===== config.mk =====
export PLATFORM = sky130hd
export DESIGN_NAME = mux_pipe_nto1
export DESIGN_NICKNAME = d
export VERILOG_FILES = /design/src/rtl/mux_pkg.sv /design/src/rtl/mux_grp4.sv /design/src/rtl/mux_pipe_nto1.sv
export SDC_FILE = /design/constraint.sdc
export NUM_CORES = 1
export LEC_CHECK = 0
export CELL_PAD_IN_SITES_DETAIL_PLACEMENT = 0
export CELL_PAD_IN_SITES_GLOBAL_PLACEMENT = 2
export CORE_MARGIN = 5
export CORE_UTILIZATION = 28
export CTS_BUF_LIST = sky130_fd_sc_hd__clkbuf_16
export DETAILED_ROUTE_END_ITERATION = 16
export PLACE_DENSITY = 0.95
export REMOVE_ABC_BUFFERS = 1
export SYNTH_ARGS = -nofsm -noshare
export SYNTH_HDL_FRONTEND = slang
export SYNTH_SLANG_ARGS = --single-unit

===== constraint.sdc =====
create_clock -name clk -period 2.8 [get_ports clk]
set_input_delay 0.28 -clock clk [delete_from_list [all_inputs] [get_ports clk]]
set_output_delay 0.28 -clock clk [all_outputs]
set_load 0.03 [all_outputs]

===== src/rtl/mux_pkg.sv =====
// Shared constants and helpers for the pipelined N:1 mux family.
// Mode encoding, leaf-group size and the select-width function.
package mux_pkg;

    localparam logic MODE_DIRECT = 1'b0;
    localparam logic MODE_SCAN   = 1'b1;

    localparam int unsigned GRP = 4;

    function automatic int unsigned sel_width(input int unsigned n_ch);
        return $clog2(n_ch);
    endfunction

endpackage


===== src/rtl/mux_grp4.sv =====
// W-bit 4:1 leaf multiplexer, purely combinational.
// Channel j of the group is d[j*W +: W].
module mux_grp4
    import mux_pkg::*;
#(
    parameter int unsigned W = 8
) (
    input  logic [GRP*W-1:0] d,
    input  logic [1:0]       s,
    output logic [W-1:0]     y
);

    always_comb begin
        y = d[0 +: W];
        unique case (s)
            2'd0: y = d[0*W +: W];
            2'd1: y = d[1*W +: W];
            2'd2: y = d[2*W +: W];
            2'd3: y = d[3*W +: W];
            default: y = d[0 +: W];
        endcase
    end

endmodule


===== src/rtl/mux_pipe_nto1.sv =====
// Two-stage pipelined N_CH:1 mux with valid/ready output and round-robin auto-scan.
// Define MUX_PIPE_PARITY_EN to add a registered even-parity output out_par.
module mux_pipe_nto1
    import mux_pkg::*;
#(
    parameter int unsigned N_CH  = 16,
    parameter int unsigned W     = 8,
    localparam int unsigned SEL_W = sel_width(N_CH)
) (
    input  logic              clk,
    input  logic              rst_n,
    input  logic [N_CH*W-1:0] in_data,
    input  logic              mode,
    input  logic [SEL_W-1:0]  sel,
    input  logic              sel_vld,
    output logic              in_rdy,
    output logic [W-1:0]      out_data,
    output logic [SEL_W-1:0]  out_ch,
    output logic              out_vld,
`ifdef MUX_PIPE_PARITY_EN
    output logic              out_par,
`endif
    input  logic              out_rdy
);

    localparam int unsigned NGRP = N_CH / GRP;
    localparam int unsigned HI_W = SEL_W - 2;

    logic             mode_q;
    logic [SEL_W-1:0] scan_idx_q, scan_idx_d;
    logic             s1_vld_q;
    logic [W-1:0]     grp_q [NGRP];
    logic [W-1:0]     grp_d [NGRP];
    logic [HI_W-1:0]  hi_q;
    logic [SEL_W-1:0] ch_q;
    logic [W-1:0]     s2_word;

    logic             s1_load, s2_load;
    logic             scan_start, req;
    logic [SEL_W-1:0] idx;

    assign s2_load    = !out_vld || out_rdy;
    assign s1_load    = !s1_vld_q || s2_load;
    assign in_rdy     = s1_load;
    assign scan_start = (mode == MODE_SCAN) && (mode_q == MODE_DIRECT);

    // Entering scan mode forces the index to 0 in the same cycle it is used.
    always_comb begin
        idx        = sel;
        req        = sel_vld;
        scan_idx_d = scan_idx_q;
        if (mode == MODE_SCAN) begin
            idx        = scan_start ? '0 : scan_idx_q;
            req        = 1'b1;
            scan_idx_d = s1_load ? idx + 1'b1 : idx;
        end
    end

    for (genvar g = 0; g < NGRP; g++) begin : g_leaf
        mux_grp4 #(
            .W (W)
        ) u_grp (
            .d (in_data[g*GRP*W +: GRP*W]),
            .s (idx[1:0]),
            .y (grp_d[g])
        );
    end

    always_ff @(posedge clk or negedge rst_n) begin
        if (!rst_n) begin
            mode_q     <= MODE_DIRECT;
            scan_idx_q <= '0;
            s1_vld_q   <= 1'b0;
            hi_q       <= '0;
            ch_q       <= '0;
            for (int i = 0; i < NGRP; i++) grp_q[i] <= '0;
        end else begin
            mode_q     <= mode;
            scan_idx_q <= scan_idx_d;
            if (s1_load) begin
                s1_vld_q <= req;
                if (req) begin
                    grp_q <= grp_d;
                    hi_q  <= idx[SEL_W-1:2];
                    ch_q  <= idx;
                end
            end
        end
    end

    assign s2_word = grp_q[hi_q];

    always_ff @(posedge clk or negedge rst_n) begin
        if (!rst_n) begin
            out_vld  <= 1'b0;
            out_data <= '0;
            out_ch   <= '0;
`ifdef MUX_PIPE_PARITY_EN
            out_par  <= 1'b0;
`endif
        end else if (s2_load) begin
            out_vld <= s1_vld_q;
            if (s1_vld_q) begin
                out_data <= s2_word;
                out_ch   <= ch_q;
`ifdef MUX_PIPE_PARITY_EN
                out_par  <= ^s2_word;
`endif
            end
        end
    end

endmodule


==> results of run 1 <==
[area by class of cell]
class | instances | area [um^2] | share of cell area
multi-input combinational | 225 | 1960 | 0.372
timing repair buffer | 159 | 1560 | 0.297
sequential | 55 | 1380 | 0.261
tap | 172 | 215 | 0.0409
clock buffer | 5 | 125 | 0.0238
clock inverter | 3 | 16.3 | 0.00309
inverter | 3 | 11.3 | 0.00214
[sequential cells by signal (all words and copies together) (netlist names)]
register    flops
hi_q            2
s1_vld_q        1
out_data        8
out_ch          4
scan_idx_q      4
out_vld         1
ch_q            2
mode_q          1
grp_q          32
[cells in the mapped netlist]
| cell | n | area [um^2] |
|---|---|---|
| dfrtp_1 | 55 | 1380 |
| nor2_1 | 37 | 139 |
| and3_1 | 36 | 225 |
| a211oi_1 | 34 | 255 |
| o22ai_2 | 31 | 388 |
| a211oi_2 | 30 | 375 |
| buf_2 | 19 | 95.1 |
| mux2_2 | 11 | 124 |
| mux4_2 | 8 | 180 |
| clkbuf_1 | 7 | 26.3 |
| o21ai_0 | 6 | 30.0 |
| a21oi_1 | 5 | 25.0 |
| nand2_1 | 4 | 15.0 |
| buf_12 | 3 | 60.1 |
| nand2b_1 | 3 | 18.8 |
| a31oi_1 | 2 | 12.5 |
| buf_4 | 2 | 15.0 |
| inv_1 | 2 | 7.51 |
| nand4_1 | 2 | 12.5 |
| o22ai_1 | 2 | 12.5 |
| a211o_1 | 1 | 8.76 |
| a32o_1 | 1 | 10.0 |
| and2_1 | 1 | 6.26 |
| buf_6 | 1 | 11.3 |
| clkbuf_4 | 1 | 7.51 |
| inv_2 | 1 | 3.75 |
| nand2_2 | 1 | 6.26 |
| nand2b_4 | 1 | 13.8 |
| nand3_1 | 1 | 5.00 |
| nand3_2 | 1 | 10.0 |
| nand3b_1 | 1 | 7.51 |
| nor2b_1 | 1 | 6.26 |
| nor3_1 | 1 | 5.00 |
| o211ai_2 | 1 | 12.5 |
| o31ai_1 | 1 | 7.51 |
| o32a_4 | 1 | 22.5 |
| or2_1 | 1 | 6.26 |
[routing by layer]
metal	part of all wire	global-route usage
met5	0	0
met4	0.016	0.0392
met3	0.061	0.0272
met2	0.51	0.257
met1	0.41	0.179
[logic make-up (layout without fill, tap and decap cells)]
family	after synthesis	count (layout)	share of synthesized area
buf+inv	36	170	0.0639
flops	55	55	0.388
mux	19	19	0.0858
compound gates	115	115	0.327
simple gates	91	91	0.135
[layout by cell type, fill, tap and decap left out, types with 2 or more instances in the layout]
cell type | netlist | routed
clkbuf_16 | 0 | 5
mux4_2 | 8 | 8
nor2_1 | 37 | 37
o21ai_0 | 6 | 6
dfrtp_1 | 55 | 55
and3_1 | 36 | 36
nand2b_1 | 3 | 3
mux2_2 | 11 | 11
nand2_1 | 4 | 4
a31oi_1 | 2 | 2
o22ai_2 | 31 | 30
o22ai_1 | 2 | 2
a211oi_1 | 34 | 34
buf_4 | 2 | 9
inv_1 | 2 | 3
a211oi_2 | 30 | 30
clkdlybuf4s50_1 | 0 | 149
nand4_1 | 2 | 2
a21oi_1 | 5 | 5
[metrics by stage]
| step | instances | hold WS [ns] | setup slack [ns] | utilization | TNS (ns) |
|---|---|---|---|---|---|
| floorplan | 283 | -0.0156 | -0.380 | - | -13.23 |
| global placement | 614 | 0.407 | 0.225 | 0.410 | 0 |
| detailed placement | 614 | 0.422 | 0.153 | 0.410 | 0 |
| CTS | 622 | 0.109 | 0.471 | 0.421 | 0 |
| global route | 622 | 0.144 | 0.303 | 0.421 | 0 |
| finish | 622 | 0.0728 | 0.488 | 0.421 | 0 |
[final timing paths]
kind	startpoint	to	slack (ns)	cells after the start
max	mode	grp_q[5]	0.49	6
min	rst_n	grp_q[18]	0.07	1
max reg2reg	scan_idx_q[0]	grp_q[5]	0.85	5
min reg2reg	out_ch[1]	out_ch[1]	0.50	2
max in group asynchronous	rst_n	grp_q[10]	1.93	2
min in group clk	out_ch[1]	out_ch[1]	0.50	2
[power groups by stage]
| stage | Clock [mW] | Combinational (mW) | Sequential, mW |
|---|---|---|---|
| 6_report | 0.604 | 1.07 | 1.09 |
| 5_1_grt | 0.660 | 1.15 | 1.12 |
| 4_1_cts | 0.627 | 1.09 | 1.10 |
| 3_5_place_dp | 0 | 1.08 | 1.11 |
| 3_3_place_gp | 0 | 1.07 | 1.10 |
| 2_1_floorplan | 0 | 0.485 | 1.20 |
==> flow_metrics.tcl, run 1 <==
set metrics [dict create \
    rsz0062_at_grt "false" \
    finalSetupViolCount 0 \
    internal_power_mw 1.87 \
    pwr-share-seq 0.395 \
    grt_pass1_wl_um 17100 \
    worstPathMaxFanout 21 \
    synth_cell_type_count 37 \
    finClkSkew_ns 0.00898 \
    cts_num_sinks 55 \
    relSlewSlack 0.371 \
    clkPwrFrac 0.218 \
    clk_latency_ns 0.29 \
    drtAntennaViolNets 0 \
    cts_inserted_buffers 5 \
    drive_above_1_share 0.231 \
    final_area_um2 5270 \
    grt_max_degree 37 \
    hold_buffers 0 \
    critical_path_buf_inv_count 2 \
    postCtsResizedCells 0 \
    yosysWarningCount 0 \
    post_cts_buffers 0 \
    outcome "completed" \
    fin_nets 586 \
    placedInstanceArea_um2 5130 \
    routed_wl_um 11000 \
    hpwl_um 8450 \
    ios 151 \
    cts_max_level 2 \
    worst_path_max_delay_cell "clkdlybuf4s50_1" \
    worst_ir_drop_vdd_v 0.000219 \
    tightest_slew_ns 0.939 \
    synthCells 316 \
    critPathCaptureType "register" \
    min_period_ns 2.31 \
    combinationalPowerShare 0.387 \
    critPathTopFamily "buffers and inverters" \
    hold_violations 0 \
    vias_per_cell 5.01 \
    maxSlewViolCount 0 \
    drtIter0Drc 83 \
    fin_total_pwr_mw 2.77 \
    fillers 1252 \
    path_cells "clkdlybuf4s50_1 -> nand3_2 -> buf_4 -> and3_1 -> a211oi_1 -> a211oi_2" \
    start_util 0.283 \
    root_buffer "clkbuf_16" \
    ys_ff_latch 55 \
    antenna_found_initial 0 \
    rows 41 \
    drcViolationCount 0 \
    min_path_type "in2async" \
    place.port_buffers 150 \
    gr-usage-all-layers 0.144 \
    power_density_nw_per_um2 525 \
    path_class "in2reg" \
    die-area_um2 15000 \
    timing.final.crit_share 0.826 \
    p_sw_uw 893 \
    sw_frac_of_total 0.323 \
    die_h_um 122 \
    syn_avg_cell_area_um2 11.2 \
    clk_pin_slew_worst_paths_ns 0.07 \
    grt_overflow 0 \
    synth.cell_area_um2 3540 \
    gp_congestion 0.803 \
    clockBufferDepth 2 \
    syn_to_final_growth_pct 48.7 \
    crit_path_max_incr_delay_ns 0.80 \
    grt_pass1_vias 3335 \
    cp_data_arrival_time_ns 2.46 \
    vias 3117 \
    p_leak_nw 1.98 \
    coreArea_um2 12500 \
    wire_per_inst_um 17.6 \
    fmax_ghz 0.433 \
    cp.required_ns 2.95 \
    cts_tree "done" \
    dr.pass1.iters 4 \
    antenna_cells 0 \
    ys_seq_area_frac 0.388 \
    die_w_um 122 \
    cp-start-kind "primary input" \
    drv_cap 0 \
]
No activity file was read; power rests on OpenSTA's default activity.
==> run 2: changes to the inputs <==
--- a/config.mk
+++ b/config.mk
@@ -8,10 +8,10 @@
 export CELL_PAD_IN_SITES_DETAIL_PLACEMENT = 0
 export CELL_PAD_IN_SITES_GLOBAL_PLACEMENT = 2
 export CORE_MARGIN = 5
-export CORE_UTILIZATION = 28
+export CORE_UTILIZATION = 26
 export CTS_BUF_LIST = sky130_fd_sc_hd__clkbuf_16
 export DETAILED_ROUTE_END_ITERATION = 16
-export PLACE_DENSITY = 0.95
+export PLACE_DENSITY = 0.89
 export REMOVE_ABC_BUFFERS = 1
 export SYNTH_ARGS = -nofsm -noshare
 export SYNTH_HDL_FRONTEND = slang
==> constraint.sdc (replaced) <==
create_clock -name clk -period 2.2 [get_ports clk]
set_input_delay 0.22 -clock clk [delete_from_list [all_inputs] [get_ports clk]]
set_output_delay 0.22 -clock clk [all_outputs]
set_load 0.03 [all_outputs]
==> flow_metrics.tcl, run 2 (synthesized netlist as in run 1, its figures left out) <==
set metrics [dict create \
    crit-reg2reg-launch "scan_idx_q[0]" \
    antenna_found_initial 0 \
    gr-usage-all-layers 0.140 \
    min_period_ns 1.93 \
    crit_path_frequent_cell "clkdlybuf4s50_1" \
    maxSlewViolCount 0 \
    cp-start-kind "primary input" \
    clk_pin_slew_worst_paths_ns 0.07 \
    antenna_cells 0 \
    hold_buffers 1 \
    reg_top3 "grp_q (32), out_data (8)" \
    outcome "completed" \
    finalSetupViolCount 0 \
    coreArea_um2 13300 \
    grt_pass1_wl_um 18000 \
    stdcell_count 636 \
    critPathTopFamily "buffers and inverters" \
    postCtsResizedCells 0 \
    power_density_nw_per_um2 680 \
    final_cell_mix "149 x clkdlybuf4s50_1, 55 x dfrtp_1, 37 x nor2_1" \
    gp_congestion 0.758 \
    crit_end "in_rdy" \
    ios 151 \
    clockBufferDepth 2 \
    pre_cts_slack_ns 0.0969 \
    critical_path_buf_inv_count 2 \
    setup_slack_ns 0.271 \
    final_common_cell "clkdlybuf4s50_1" \
    grt_overflow 0 \
    regMostFlops "grp_q" \
    post-place-cells 627 \
    clk_latency_ns 0.29 \
    fillers 1302 \
    rsz0062_at_grt "false" \
    post_cts_buffers 0 \
    relSlewSlack 0.590 \
    min_path_type "in2async" \
    fin_nets 596 \
    hpwl_um 8890 \
    critPathCaptureType "output port" \
    vias 3102 \
    vias_per_cell 4.88 \
    die_w_um 127 \
    hold_violations 0 \
    place.port_buffers 150 \
    syn_to_final_growth_pct 53.4 \
    dr.pass1.iters 4 \
    cts_max_level 2 \
    wire_per_inst_um 18.0 \
    path_cells "clkdlybuf4s50_1 -> nand3b_1 -> clkdlybuf4s50_1" \
    grt_pass1_vias 3473 \
    crit_start "out_rdy" \
    fmax_ghz 0.518 \
    drtIter0Drc 112 \
    final_area_um2 5440 \
    cts_num_sinks 55 \
    die_h_um 127 \
    timing.final.crit_share 0.877 \
    start_util 0.267 \
    cts_tree "done" \
    cp.required_ns 1.98 \
    crit_cells 3 \
    routed_wl_um 11400 \
    p_leak_nw 2.05 \
    worst_path_max_delay_cell "clkdlybuf4s50_1" \
    r2r_end "grp_q[0]" \
    worstPathMaxFanout 4 \
    worst_ir_drop_vdd_v 0.000322 \
    root_buffer "clkbuf_16" \
    seq_area_um2 1380 \
    cts_inserted_buffers 5 \
    drcViolationCount 0 \
    path_class "in2out" \
    largest_register_ffs 32 \
    placedInstanceArea_um2 5260 \
    reg2reg_depth 4 \
    rows 42 \
    finClkSkew_ns 0.00411 \
    fin_total_pwr_mw 3.70 \
    r2r_setup_slack_ns 0.45 \
    drive_above_1_share 0.246 \
    grt_max_degree 40 \
    tightest_slew_ns 0.615 \
    crit_path_max_incr_delay_ns 0.73 \
    drv_cap 0 \
    drtAntennaViolNets 0 \
    multi_input_area_um2 1960 \
    cp_data_arrival_time_ns 1.71 \
    die-area_um2 16100 \
]
run 2: cell count changes in the layout (fill, tap and decap cells not counted), sizes merged:
cell         previous run  this run
bufinv                  0         1
buf                    10        19
clkinvlp                1         0
dlygate4sd3             0         1
inv                     4         3
clkinv                  1         2
run 2: worst min-delay path by stage:
stage              from  slack (ns)  cells after the start   endpoint
3_5_place_dp      rst_n        0.27                      1  grp_q[17]
3_3_place_gp      rst_n        0.26                      1  grp_q[17]
5_1_grt        s1_vld_q        0.52                      1    out_vld
6_report          rst_n        0.48                      2  grp_q[17]
4_1_cts           rst_n        0.49                      2  grp_q[17]
2_1_floorplan     rst_n       -0.08                      0    ch_q[0]
run 2: routing by layer:
metal  vias up  share of wire  track usage
met1      1489           0.42        0.167
met4         0         0.0091       0.0322
met5         -              0            0
met2        99           0.51        0.253
li1       1510              -            -
met3         4          0.059       0.0366
run 2: power breakdown:
part | total [mW] | switching (mW) | internal, mW
clock network | 0.890 | 0.358 | 0.532
logic | 1.43 | 0.653 | 0.778
registers | 1.38 | 0.143 | 1.23
run 2: through the flow:
stage | setup TNS, ns | hold slack (ns) | utilization
finish | 0 | 0.480 | 0.409
global route | 0 | 0.522 | 0.409
CTS | 0 | 0.490 | 0.409
detailed placement | 0 | 0.267 | 0.396
global placement | 0 | 0.261 | 0.396
floorplan | -34.83 | -0.0756 | -
run 2: area by class of cell:
type,count,area share
tap,176,0.0405
multi-input combinational,225,0.360
inverter,3,0.00207
clock buffer,5,0.0230
clock inverter,3,0.00714
timing repair buffer,169,0.314
sequential,55,0.253
==> run 3: changes to the inputs <==
--- a/config.mk
+++ b/config.mk
@@ -8,10 +8,11 @@
 export CELL_PAD_IN_SITES_DETAIL_PLACEMENT = 0
 export CELL_PAD_IN_SITES_GLOBAL_PLACEMENT = 2
 export CORE_MARGIN = 5
-export CORE_UTILIZATION = 26
+export CORE_UTILIZATION = 23
 export CTS_BUF_LIST = sky130_fd_sc_hd__clkbuf_16
 export DETAILED_ROUTE_END_ITERATION = 16
-export PLACE_DENSITY = 0.89
+export HOLD_SLACK_MARGIN = 0.02
+export PLACE_DENSITY = 0.84
 export REMOVE_ABC_BUFFERS = 1
 export SYNTH_ARGS = -nofsm -noshare
 export SYNTH_HDL_FRONTEND = slang
==> constraint.sdc (replaced) <==
create_clock -name clk -period 1.6 [get_ports clk]
set_input_delay 0.16 -clock clk [delete_from_list [all_inputs] [get_ports clk]]
set_output_delay 0.16 -clock clk [all_outputs]
set_load 0.03 [all_outputs]
==> flow_metrics.tcl, run 3 (synthesized netlist as in run 1, its figures left out) <==
set metrics [dict create \
    post_cts_buffers 0 \
    fin_nets 608 \
    r2r_setup_slack_ns 0.07 \
    grt_pass1_vias 3425 \
    place.port_buffers 150 \
    min_path_type "in2async" \
    critPathCaptureType "register" \
    crit-reg2reg-launch "hi_q[1]" \
    relSlewSlack 0.582 \
    clk_latency_ns 0.29 \
    finClkSkew_ns 0.00452 \
    rows 45 \
    cts_num_sinks 55 \
    antenna_cells 0 \
    antenna_found_initial 0 \
    stdcell_count 660 \
    die-area_um2 18000 \
    grt_max_degree 56 \
    cp.required_ns 1.77 \
    rsz0062_at_grt "false" \
    wire_per_inst_um 18.6 \
    min_period_ns 1.53 \
    coreArea_um2 15100 \
    drtAntennaViolNets 0 \
    grt_pass1_wl_um 19100 \
    fillers 1497 \
    cp-start-kind "register" \
    seq_area_um2 1380 \
    worst_ir_drop_vdd_v 0.000470 \
    root_buffer "clkbuf_16" \
    tightest_slew_ns 0.627 \
    vias_per_cell 4.78 \
    drive_above_1_share 0.278 \
    fmax_ghz 0.652 \
    cts_max_level 2 \
    final_common_cell "clkdlybuf4s50_1" \
    cp_data_arrival_time_ns 1.71 \
    drcViolationCount 0 \
    routed_wl_um 12300 \
    largest_register_ffs 32 \
    cts_tree "done" \
    final_cell_mix "148 x clkdlybuf4s50_1, 53 x dfrtp_1, 37 x nor2_1" \
    finalSetupViolCount 0 \
    syn_to_final_growth_pct 58.3 \
    timing.final.crit_share 0.959 \
    die_w_um 134 \
    drv_cap 0 \
    multi_input_area_um2 1970 \
    worstPathMaxFanout 10 \
    regMostFlops "grp_q" \
    dr.pass1.iters 4 \
    ios 151 \
    clk_pin_slew_worst_paths_ns 0.07 \
    power_density_nw_per_um2 900 \
    fin_total_pwr_mw 5.05 \
    reg_top3 "grp_q (32), out_data (8)" \
    path_class "reg2reg" \
    grt_overflow 0 \
    hold_violations 0 \
    gp_congestion 0.856 \
    p_leak_nw 2.13 \
    die_h_um 134 \
    gr-usage-all-layers 0.135 \
    maxSlewViolCount 0 \
    vias 3155 \
    hpwl_um 9250 \
    post-place-cells 651 \
    setup_tns_ns 0 \
    crit_start "hi_q[1]" \
    start_util 0.234 \
    r2r_end "out_data[6]" \
    outcome "completed" \
    clockBufferDepth 2 \
    reg2reg_depth 2 \
    drtIter0Drc 109 \
    cts_inserted_buffers 5 \
]
## run 3: cell count changes in the layout (fill, tap and decap cells not counted), sizes merged
cell / previous run / this run
buf: 19 / 32
bufinv: 1 / 0
clkdlybuf4s50: 149 / 148
clkinvlp: 0 / 2
clkinv: 2 / 1
## run 3: where the power goes
| part | switching, mW | internal, mW | leakage (nW) |
|---|---|---|---|
| sequential | 0.206 | 1.70 | 0.619 |
| clock | 0.508 | 0.578 | 0.0658 |
| combinational | 0.932 | 1.13 | 1.44 |
| total | 1.65 | 3.40 | 2.13 |
## run 3: final cells by class
class                           count  area share
Clock inverter                      3     0.00357
Tap cell                          188      0.0419
Inverter                            3     0.00201
Timing Repair Buffer              181       0.333
Multi-Input combinational cell    225       0.351
Clock buffer                        5      0.0223
Sequential cell                    55       0.246
## run 3: timing repair
action,4_1_cts,5_1_grt
setup endpoints to repair,0,30
resized for setup,0,5
hold buffers,1,0
endpoints found under the hold margin,55,0
## run 3: layer usage
layer	GRT usage	vias up	part of all wire
met5	0	-	0
met4	0.0305	0	0.0064
met3	0.0364	6	0.074
met2	0.230	123	0.48
met1	0.171	1491	0.44
li1	-	1535	-
## run 3: through the flow
| stage | hold slack [ns] | utilization | setup WS (ns) | cell area [um^2] |
|---|---|---|---|---|
| floorplan | -0.136 | - | -1.58 | 3330 |
| global placement | 0.195 | 0.359 | -0.246 | 5440 |
| detailed placement | 0.187 | 0.359 | -0.260 | 5440 |
| CTS | 0.434 | 0.369 | 0.0182 | 5590 |
| global route | 0.457 | 0.370 | 0.0000682 | 5610 |
| finish | 0.414 | 0.370 | 0.0653 | 5610 |
## run 3: worst max-delay path by stage
stage	slack, ns	end	cells after the start
floorplan	-1.58	grp_q[10]	4
global placement	-0.25	grp_q[23]	7
detailed placement	-0.26	grp_q[23]	7
CTS	0.02	grp_q[30]	5
global route	0.00007	scan_idx_q[3]	5
finish	0.07	out_data[6]	2
## run 3: critical path, stage by stage (launching register included)
cell and delay [ns]:
dfrtp_1 0.75, mux4_2 0.40, mux2_2 0.27
